### src/rtl/fixed_huff_token_enc_if.sv
// fixed_huff_token_enc_if: token-in / code-out stream bundle for the fixed-Huffman encoder.
// master = upstream/downstream environment side, slave = encoder side.
interface fixed_huff_token_enc_if #(
    parameter int unsigned LEN_W  = 9,
    parameter int unsigned CODE_W = 13,
    parameter int unsigned CNT_W  = 4
);
    logic              in_valid;
    logic              in_ready;
    logic [1:0]        in_kind;
    logic [7:0]        in_lit;
    logic [LEN_W-1:0]  in_len;
    logic              out_valid;
    logic              out_ready;
    logic [CODE_W-1:0] out_code;
    logic [CNT_W-1:0]  out_nbits;
    logic              out_err;

    modport master (
        output in_valid, in_kind, in_lit, in_len, out_ready,
        input  in_ready, out_valid, out_code, out_nbits, out_err
    );

    modport slave (
        input  in_valid, in_kind, in_lit, in_len, out_ready,
        output in_ready, out_valid, out_code, out_nbits, out_err
    );
endinterface

### src/rtl/fixed_huff_token_enc.sv
// fixed_huff_token_enc: two-stage fixed-Huffman (DEFLATE BTYPE=01) literal/length/EOB encoder.
// Stage 1 maps the token to a Huffman code plus extra bits; stage 2 bit-reverses and packs.
// Build macro SLEN_FULL_RANGE_EN: when defined, match lengths 3..258 are legal; otherwise
// only 3..66 are legal and longer lengths produce an error beat.
module fixed_huff_token_enc #(
    parameter int unsigned LEN_W  = 9,
    parameter int unsigned CODE_W = 13,
    parameter int unsigned CNT_W  = 4
) (
    input logic                   clk,
    input logic                   rst,
    fixed_huff_token_enc_if.slave tok
);
    localparam logic [1:0] KindLit = 2'd0;
    localparam logic [1:0] KindLen = 2'd1;
    localparam logic [1:0] KindEob = 2'd2;

    logic s1_load, s2_load;

    // Stage 1 state: Huffman code (unreversed), its length, extra bits and their count
    logic       s1_valid_q;
    logic [8:0] s1_hcode_q;
    logic [3:0] s1_hlen_q;
    logic [4:0] s1_extra_q;
    logic [2:0] s1_nextra_q;
    logic       s1_err_q;

    logic [8:0] hcode_d;
    logic [3:0] hlen_d;
    logic [4:0] extra_d;
    logic [2:0] nextra_d;
    logic       err_d;

    logic [LEN_W-1:0] len_base, len_off;
    logic [8:0]       sym_base, sym;
    logic [2:0]       ne;

    // Stage 2 state: packed output beat
    logic              s2_valid_q;
    logic [CODE_W-1:0] s2_code_q;
    logic [CNT_W-1:0]  s2_nbits_q;
    logic              s2_err_q;

    logic [8:0]        rev;
    logic [CODE_W-1:0] code_d;
    logic [CNT_W-1:0]  nbits_d;

    assign s2_load       = !s2_valid_q || tok.out_ready;
    assign s1_load       = !s1_valid_q || s2_load;
    assign tok.in_ready  = s1_load;
    assign tok.out_valid = s2_valid_q;
    assign tok.out_code  = s2_code_q;
    assign tok.out_nbits = s2_nbits_q;
    assign tok.out_err   = s2_err_q;

    // Symbol map: token -> Huffman code, code length, extra bits
    always_comb begin
        hcode_d  = '0;
        hlen_d   = '0;
        extra_d  = '0;
        nextra_d = '0;
        err_d    = 1'b0;
        len_base = LEN_W'(3);
        sym_base = 9'd257;
        ne       = 3'd0;
        len_off  = '0;
        sym      = '0;
        unique case (tok.in_kind)
            KindLit: begin
                if (tok.in_lit < 8'd144) begin
                    hcode_d = 9'h030 + {1'b0, tok.in_lit};
                    hlen_d  = 4'd8;
                end else begin
                    hcode_d = 9'h190 + {1'b0, tok.in_lit - 8'd144};
                    hlen_d  = 4'd9;
                end
            end
            KindEob: hlen_d = 4'd7;
            KindLen: begin
                // Range select; 3..10 falls through to the defaults above
                if (tok.in_len < LEN_W'(3) || tok.in_len > LEN_W'(258)) begin
                    err_d = 1'b1;
`ifdef SLEN_FULL_RANGE_EN
                end else if (tok.in_len == LEN_W'(258)) begin
                    len_base = LEN_W'(258); sym_base = 9'd285; ne = 3'd0;
                end else if (tok.in_len >= LEN_W'(131)) begin
                    len_base = LEN_W'(131); sym_base = 9'd281; ne = 3'd5;
                end else if (tok.in_len >= LEN_W'(67)) begin
                    len_base = LEN_W'(67);  sym_base = 9'd277; ne = 3'd4;
`else
                end else if (tok.in_len > LEN_W'(66)) begin
                    err_d = 1'b1;
`endif
                end else if (tok.in_len >= LEN_W'(35)) begin
                    len_base = LEN_W'(35);  sym_base = 9'd273; ne = 3'd3;
                end else if (tok.in_len >= LEN_W'(19)) begin
                    len_base = LEN_W'(19);  sym_base = 9'd269; ne = 3'd2;
                end else if (tok.in_len >= LEN_W'(11)) begin
                    len_base = LEN_W'(11);  sym_base = 9'd265; ne = 3'd1;
                end
                len_off  = tok.in_len - len_base;
                sym      = sym_base + 9'(len_off >> ne);
                extra_d  = 5'(len_off) & ((5'd1 << ne) - 5'd1);
                nextra_d = ne;
`ifdef SLEN_FULL_RANGE_EN
                if (sym >= 9'd280) begin
                    hcode_d = 9'h0C0 + (sym - 9'd280);
                    hlen_d  = 4'd8;
                end else begin
                    hcode_d = sym - 9'd256;
                    hlen_d  = 4'd7;
                end
`else
                hcode_d = sym - 9'd256;
                hlen_d  = 4'd7;
`endif
                if (err_d) begin
                    hcode_d  = '0;
                    hlen_d   = '0;
                    extra_d  = '0;
                    nextra_d = '0;
                end
            end
            default: err_d = 1'b1;
        endcase
    end

    // Stage 1 register: captures a mapped token whenever the stage can advance
    always_ff @(posedge clk or posedge rst) begin
        if (rst) begin
            s1_valid_q  <= 1'b0;
            s1_hcode_q  <= '0;
            s1_hlen_q   <= '0;
            s1_extra_q  <= '0;
            s1_nextra_q <= '0;
            s1_err_q    <= 1'b0;
        end else if (s1_load) begin
            s1_valid_q <= tok.in_valid;
            if (tok.in_valid) begin
                s1_hcode_q  <= hcode_d;
                s1_hlen_q   <= hlen_d;
                s1_extra_q  <= extra_d;
                s1_nextra_q <= nextra_d;
                s1_err_q    <= err_d;
            end
        end
    end

    // Pack: reverse the code over its own length, then append extra bits unreversed above it
    always_comb begin
        rev = '0;
        unique case (s1_hlen_q)
            4'd7: for (int i = 0; i < 7; i++) rev[i] = s1_hcode_q[6-i];
            4'd8: for (int i = 0; i < 8; i++) rev[i] = s1_hcode_q[7-i];
            4'd9: for (int i = 0; i < 9; i++) rev[i] = s1_hcode_q[8-i];
            default: rev = '0;
        endcase
        code_d  = CODE_W'(rev) | (CODE_W'(s1_extra_q) << s1_hlen_q);
        nbits_d = CNT_W'(s1_hlen_q) + CNT_W'(s1_nextra_q);
    end

    // Stage 2 register: output beat, held while downstream stalls
    always_ff @(posedge clk or posedge rst) begin
        if (rst) begin
            s2_valid_q <= 1'b0;
            s2_code_q  <= '0;
            s2_nbits_q <= '0;
            s2_err_q   <= 1'b0;
        end else if (s2_load) begin
            s2_valid_q <= s1_valid_q;
            if (s1_valid_q) begin
                s2_code_q  <= code_d;
                s2_nbits_q <= nbits_d;
                s2_err_q   <= s1_err_q;
            end
        end
    end
endmodule

### src/flat_wrapper.sv
// flat-port wrapper written by rule: the top's interface ports become plain ports
module fixed_huff_token_enc_flat 
#(
    parameter int unsigned LEN_W  = 9,
    parameter int unsigned CODE_W = 13,
    parameter int unsigned CNT_W  = 4
)
  (clk, rst, tok_in_valid, tok_in_kind, tok_in_lit, tok_in_len, tok_out_ready, tok_in_ready, tok_out_valid, tok_out_code, tok_out_nbits, tok_out_err);
  fixed_huff_token_enc_if #(.LEN_W(LEN_W), .CODE_W(CODE_W), .CNT_W(CNT_W)) tok_i ();
  input logic clk;
  input logic rst;
  input wire logic [$bits(tok_i.in_valid)-1:0] tok_in_valid;
  input wire logic [$bits(tok_i.in_kind)-1:0] tok_in_kind;
  input wire logic [$bits(tok_i.in_lit)-1:0] tok_in_lit;
  input wire logic [$bits(tok_i.in_len)-1:0] tok_in_len;
  input wire logic [$bits(tok_i.out_ready)-1:0] tok_out_ready;
  output wire logic [$bits(tok_i.in_ready)-1:0] tok_in_ready;
  output wire logic [$bits(tok_i.out_valid)-1:0] tok_out_valid;
  output wire logic [$bits(tok_i.out_code)-1:0] tok_out_code;
  output wire logic [$bits(tok_i.out_nbits)-1:0] tok_out_nbits;
  output wire logic [$bits(tok_i.out_err)-1:0] tok_out_err;
  assign tok_i.in_valid = tok_in_valid;
  assign tok_i.in_kind = tok_in_kind;
  assign tok_i.in_lit = tok_in_lit;
  assign tok_i.in_len = tok_in_len;
  assign tok_i.out_ready = tok_out_ready;
  assign tok_in_ready = tok_i.in_ready;
  assign tok_out_valid = tok_i.out_valid;
  assign tok_out_code = tok_i.out_code;
  assign tok_out_nbits = tok_i.out_nbits;
  assign tok_out_err = tok_i.out_err;
  fixed_huff_token_enc #(.LEN_W(LEN_W), .CODE_W(CODE_W), .CNT_W(CNT_W)) u_core (.clk(clk), .rst(rst), .tok(tok_i));
endmodule
### config.mk
export PLATFORM = sky130hd
export DESIGN_NAME = fixed_huff_token_enc_flat
export DESIGN_NICKNAME = d
export VERILOG_FILES = /design/src/rtl/fixed_huff_token_enc_if.sv /design/src/rtl/fixed_huff_token_enc.sv /design/src/flat_wrapper.sv
export SDC_FILE = /design/constraint.sdc
export NUM_CORES = 1
export LEC_CHECK = 0
export ABC_AREA = 1
export CAP_MARGIN = 5
export CORE_ASPECT_RATIO = 1.75
export CORE_MARGIN = 8
export CORE_UTILIZATION = 35
export DETAILED_ROUTE_END_ITERATION = 12
export GPL_TIMING_DRIVEN = 0
export RECOVER_POWER = 25
export SETUP_SLACK_MARGIN = 0.1
export SKIP_CTS_REPAIR_TIMING = 1
export SLEW_MARGIN = 10
export SYNTH_ARGS = -nofsm -noshare
export SYNTH_HDL_FRONTEND = slang
export SYNTH_SLANG_ARGS = --single-unit
### constraint.sdc
create_clock -name clk -period 2.51 [get_ports clk]
set_input_delay 0.6275 -clock clk [delete_from_list [all_inputs] [get_ports clk]]
set_output_delay 0.6275 -clock clk [all_outputs]
set_load 0.02 [all_outputs]
==> flow_summary_export.csv, run 1 <==
group,metric,value,unit
status,run_status,"finished, violations left",
status,violations,"setup timing",
global_routing,track_usage,14.3,%
layout,layout-drive-gt1-share,19.4,%
synth,synth_largest_area_cell,"dfrtp_1",
pwr,leakage,1.94,nW
timing,hold_violations,0,
detailed_routing,vias,3113,
worst_setup_path,worst-path-buf-inv,5,
clock_tree,clock-sinks,40,
detailed_routing,vias_per_cell,4.97,
detailed_routing,wl_per_cell,13.9,um
placement,portBuffers,42,
worst_setup_path,crit_family,"simple AND/OR/NAND/NOR gates",
pwr,power.switching,0.840,mW
pwr,intPower,1.59,mW
synth,synthDistinctLibCells,40,
synth,synth_cells,438,
pwr,power_density,586,mW/mm2
pwr,finalPower,2.43,mW
worst_setup_path,critPathLaunch,"tok_in_len[7]",
layout,finalNonFillerCells,626,
timing,slew_headroom,48.6,%
global_routing,grt_max_degree,22,
clock_tree,cts_tree,"done",
clock_tree,clock_latency,0.29,ns
worst_hold_path,min_path_type,"reg -> reg",
timing,drv_slew,0,
layout,syn_to_final_growth,36.9,%
worst_setup_path,critPathSlowestCell,"ha_1",
placement,gp_congestion,0.900,
synth,synth_flop_cell,"dfrtp_1",
die,initial_core_util,35.4,%
pwr,p_comb_share,37.4,%
timing,fin_ws,-1.16,ns
synth,yosys_warnings,0,
detailed_routing,drt_iter0_drc,114,
timing,fin_crit,3.67,ns
layout,post-route-util,48.5,%
global_routing,first_global_vias,3040,
worst_setup_path,critPathKind,"in -> reg",
clock_tree,ctsLongestPathBuffers,2,
detailed_routing,drt_pass1_iterations,4,
timing,hold_slack,0.480,ns
placement,dp_cells,598,
layout,final_nets,546,
placement,hpwl,7030,um
global_routing,antenna_found_initial,0,
synth,synth_top_cells_by_count,"nand2_1, inv_1, dfrtp_1, o21ai_0, nor2_1",
timing,worstMarginPinSlew,0.770,ns
worst_setup_path,cpMostUsedCell,"nand2_1",
run,cap_violations,0,
pwr,swShare,34.5,%
die,pin_count,43,
pwr,seqPwrFrac,33.0,%
worst_setup_path,cp.required,2.69,ns
timing,min_period_over_period,146,%
timing,finalSetupViolations,8,
synth,ys_seq_elements,40,
die,rows,45,
die,dieArea,0.0120,mm2
synth,yosysMostFrequentCell,"nand2_1",
clock_tree,path_clk_slew,0.06,ns
worst_setup_path,r2r_start,"u_core.s1_hlen_q[2]",
detailed_routing,ant_nets,0,
worst_setup_path,crit_fanout,5,
worst_setup_path,end_kind,"flop",
layout,num_antenna_cells,0,
pwr,max-vdd-ir-drop,0.361,mV
detailed_routing,drc_errors,0,
synth,ys_async_sr_fraction,100,%
detailed_routing,routed_wl,8710,um
global_routing,grt-ovfl-total,0,
clock_tree,numCtsBuffers,5,
die,coreArea,0.00856,mm2
timing,finClkSkew,0.00464,ns
worst_setup_path,start_kind,"input pin",
timing,fmax,272,MHz
synth,synth-edff-count,0,
synth,netlist_area,0.00303,mm2
worst_setup_path,cp.arrival,3.85,ns
global_routing,grt_pass1_wl,13700,um
clock_tree,h-tree-depth,2,
synth,ys_seq_area_share,33.0,%
pwr,p_clk_share,29.6,%
synth,synthTopCellsByArea,"dfrtp_1, nand2_1, inv_1",
clock_tree,clockRootBuffer,"clkbuf_16",
worst_setup_path,cp_slowest_stage_delay,0.33,ns
synth,synth_top_area_share,33.0,%
timing,rsz0062_at_grt,"true",
synth,syn-mean-instance-area,6.92,um2
die,fp.dieW,86.4,um
worst_hold_path,worstHoldStart,"u_core.tok.out_code[12]",
synth,syn_nets,476,
die,die_y,139,um
## path summary, 6_finish.rpt
kind,to,slack (ns),depth (start not counted)
max,u_core.s1_hcode_q[8],-1.16,27
min,u_core.tok.out_code[12],0.48,2
max reg2reg,u_core.tok.out_code[1],0.51,8
min reg2reg,u_core.tok.out_code[12],0.48,2
max in group asynchronous,u_core.tok.out_code[9],0.64,3
min in group asynchronous,u_core.s1_hcode_q[7],0.93,2
## state kept, by name, summed over array words and instances (netlist names)
signal	count
u_core.s1_valid_q	1
u_core.s1_hcode_q	9
u_core.s1_err_q	1
u_core.tok.out_nbits	4
u_core.s1_extra_q	5
u_core.s1_hlen_q	3
u_core.s1_nextra_q	2
u_core.tok.out_valid	1
u_core.tok.out_code	13
u_core.tok.out_err	1
## logic make-up after synthesis
group	synth area share [%]
AND/OR/NAND/NOR	30.7
AO/OA/AOI/OAI	17.7
buffers and inverters	10.2
flip-flops	33.0
adder cells (fa/ha/maj)	6.44
XOR/XNOR	2.02
## placed cells by master (no fill, tap or decap), types with 5 or more instances in the layout
cell	Yosys	layout
clkbuf_1	7	7
nand2_2	5	13
ha_1	14	9
inv_2	3	10
a21oi_1	20	16
clkbuf_16	0	5
clkdlybuf4s50_1	0	31
ha_4	0	5
nand4_1	8	8
dfrtp_1	40	40
buf_4	2	20
xor2_1	5	5
o22ai_1	7	7
inv_1	68	60
o21ai_1	0	7
nand3_2	2	6
nor2_4	1	6
nor2_1	35	33
o21ai_0	40	30
nand2_1	110	102
nand3_1	31	26
## worst register-to-register path: cells and delay by family (launching register included)
kind                   cells  cell delay, ns
AOI/OAI and AO/OA          3            0.54
DFF                        1            0.42
buffers and inverters      3            0.40
and+or+nand+nor            2            0.55
## metal layers
layer	track usage, %	routed length [um]
met1	12.0	2980
met5	0	0
met3	2.31	310
met2	29.0	5030
met4	8.40	393
## area by class of cell
class / count / area (um2)
plain buffers: 9 / 41.3
repair buffers: 63 / 601
multi-input cells: 318 / 1920
flip-flops and latches: 40 / 1000
clock buffers: 5 / 125
clock inverters: 3 / 42.5
inverters: 71 / 269
well taps: 117 / 146
fillers: 892 / 4410
## power by group through the flow
stage / Clock, mW / Sequential [mW] / Combinational (mW)
after CTS: 0.727 / 0.804 / 0.845
after floorplan: 0 / 0.902 / 0.418
after global routing: 0.759 / 0.814 / 0.996
after detailed placement: 0 / 0.815 / 0.841
final: 0.721 / 0.802 / 0.910
after global placement: 0 / 0.811 / 0.828
## metrics by stage
stage	cell area, um2	setup TNS (ns)	setup slack [ns]
after floorplan	3140	-5.25	-0.952
after global placement	3700	-15.70	-2.08
after detailed placement	3730	-16.31	-2.13
after CTS	3900	-12.69	-1.85
after global routing	4150	-8.73	-1.40
final	4150	-6.86	-1.16
Note: power is estimated with default switching activity, not from simulation.
==> run 2: changes to the inputs <==
- CORE_UTILIZATION: 35 -> 29
==> run 2 against run 1 <==
Against the previous run:
- the run still ends with setup timing left
- critical path depth grew 3
- power is essentially flat
- combinational power grew 1%
- largest power group unchanged
- critical path type unchanged
- sequential cell count is the same
- largest cell class unchanged
- clock skew grew 0.00056 ns
- highest routed layer unchanged
==> flow_summary_export.csv, run 2 (synthesis results as in run 1) <==
group,metric,value,unit
status,run_status,"finished, violations left",
status,violations,"setup timing",
clock_tree,cts_tree,"done",
global_routing,first_global_vias,2944,
worst_setup_path,critPathKind,"in -> reg",
run,cap_violations,0,
worst_setup_path,crit_fanout,4,
layout,final_nets,550,
clock_tree,h-tree-depth,2,
worst_setup_path,cp.arrival,3.75,ns
timing,worstMarginPinSlew,1.46,ns
placement,gp_congestion,0.919,
timing,rsz0062_at_grt,"true",
die,rows,49,
worst_hold_path,min_path_type,"reg -> reg",
die,pin_count,43,
global_routing,grt_pass1_wl,13600,um
timing,finClkSkew,0.00520,ns
timing,setup_tns,-5.98,ns
detailed_routing,drt_pass1_iterations,6,
die,initial_core_util,29.6,%
timing,min_period_over_period,142,%
pwr,power_density,578,mW/mm2
worst_setup_path,end_kind,"flop",
layout,layout_commonest_cell,"nand2_1",
detailed_routing,ant_nets,0,
global_routing,grt-ovfl-total,0,
global_routing,grt_max_degree,41,
clock_tree,clockRootBuffer,"clkbuf_16",
placement,dpl_cell_area,0.00372,mm2
clock_tree,clock_latency,0.28,ns
timing,fin_ws,-1.07,ns
worst_setup_path,cpMostUsedCell,"nand2_1",
timing,fin_crit,3.58,ns
worst_setup_path,cp.required,2.69,ns
timing,fmax,280,MHz
layout,layout-drive-gt1-share,21.6,%
placement,place_ws,-2.03,ns
worst_setup_path,start_kind,"input pin",
detailed_routing,drc_errors,0,
timing,slew_headroom,2.51,%
placement,hpwl,6870,um
worst_setup_path,cp_slowest_stage_delay,0.33,ns
die,die_y,151,um
clock_tree,numCtsBuffers,5,
worst_setup_path,r2r_start,"u_core.s1_hlen_q[2]",
detailed_routing,vias_per_cell,4.82,
worst_hold_path,worstHoldEndpoint,"u_core.s1_hcode_q[8]",
pwr,max-vdd-ir-drop,0.321,mV
timing,drv_slew,0,
worst_hold_path,hold_depth,2,
worst_setup_path,rr_worst_depth,8,
clock_tree,path_clk_slew,0.05,ns
layout,largest_reg_flops,13,
layout,syn_to_final_growth,38.8,%
detailed_routing,drt_iter0_drc,130,
detailed_routing,routed_wl,8700,um
worst_setup_path,critPathSlowestCell,"ha_1",
layout,final_cell_mix,"nand2_1, inv_1, dfrtp_1",
layout,stdcell_area,0.00421,mm2
pwr,leakage,1.95,nW
detailed_routing,vias,3084,
timing,hold_violations,0,
timing,finalSetupViolations,8,
detailed_routing,wl_per_cell,13.6,um
layout,num_antenna_cells,0,
die,coreArea,0.0102,mm2
global_routing,antenna_found_initial,0,
clock_tree,clock-sinks,40,
worst_setup_path,r2r_slack,0.58,ns
die,fp.dieW,93.3,um
worst_setup_path,crit_family,"simple AND/OR/NAND/NOR gates",
worst_hold_path,worstHoldStart,"u_core.s1_hcode_q[8]",
worst_setup_path,worst-path-buf-inv,5,
placement,portBuffers,42,
die,dieArea,0.0141,mm2
clock_tree,ctsLongestPathBuffers,2,
global_routing,track_usage,12.1,%
worst_setup_path,r2r-end,"u_core.tok.out_code[1]",
==> run 2: cell count changes in the layout (fill, tap and decap cells not counted), sizes merged <==
cell / delta
buf: +5
dlymetal6s2s: -1
clkbuf: +1
clkinvlp: -1
==> run 2: how the worst max path moves through the flow <==
stage                             start              endpoint  depth (start not counted)
after floorplan           tok_in_len[1]  u_core.s1_hcode_q[8]                         27
after global placement    tok_in_len[1]  u_core.s1_hcode_q[8]                         26
after detailed placement  tok_in_len[1]  u_core.s1_hcode_q[8]                         30
after CTS                 tok_in_len[1]  u_core.s1_hcode_q[8]                         30
after global routing      tok_in_len[0]  u_core.s1_hcode_q[8]                         30
final                     tok_in_len[0]  u_core.s1_hcode_q[8]                         30
==> run 2: per-stage QoR <==
step                      hold slack [ns]  utilization (%)  instances  total power [mW]
after floorplan                     0.449                -        438              1.32
after global placement              0.469             36.3        607              1.64
after detailed placement            0.469             36.3        607              1.65
after CTS                           0.484             37.9        615              2.36
after global routing                0.488             41.1        640              2.58
final                               0.479             41.1        640              2.43
==> run 2: where the power goes <==
group / switching [mW] / leakage [nW] / internal [mW] / total, mW
Sequential: 0.0571 / 0.521 / 0.746 / 0.803
Combinational: 0.532 / 1.35 / 0.391 / 0.923
Clock: 0.237 / 0.0808 / 0.467 / 0.704
==> run 2: area by class of cell <==
| class | instances | area, um2 |
|---|---|---|
| Buffer | 9 | 41.3 |
| Clock buffer | 6 | 129 |
| Clock inverter | 2 | 35.0 |
| Fill cell | 1009 | 6030 |
| Inverter | 71 | 272 |
| Multi-Input combinational cell | 318 | 1960 |
| Sequential cell | 40 | 1000 |
| Tap cell | 127 | 159 |
| Timing Repair Buffer | 67 | 608 |
==> run 2: layer usage <==
layer | track usage (%) | vias to the layer above | routed length [um]
li1 | - | 1581 | -
met5 | 0 | - | 0
met2 | 23.8 | 68 | 4840
met4 | 7.38 | 0 | 375
met3 | 1.69 | 23 | 293
met1 | 11.1 | 1412 | 3180
==> run 2: worst reg2reg max path: cells and delay by family, from the launching register on <==
family	cells	cell delay [ns]
AND/OR/NAND/NOR	2	0.54
AO/OA/AOI/OAI	3	0.48
flip-flops	1	0.42
buffers and inverters	3	0.41
==> run 3: changes to the inputs <==
- GPL_ROUTABILITY_DRIVEN: not set -> 0
==> results of run 3 <==
No change in the layout: final DEF, timing and power equal those of run 2.
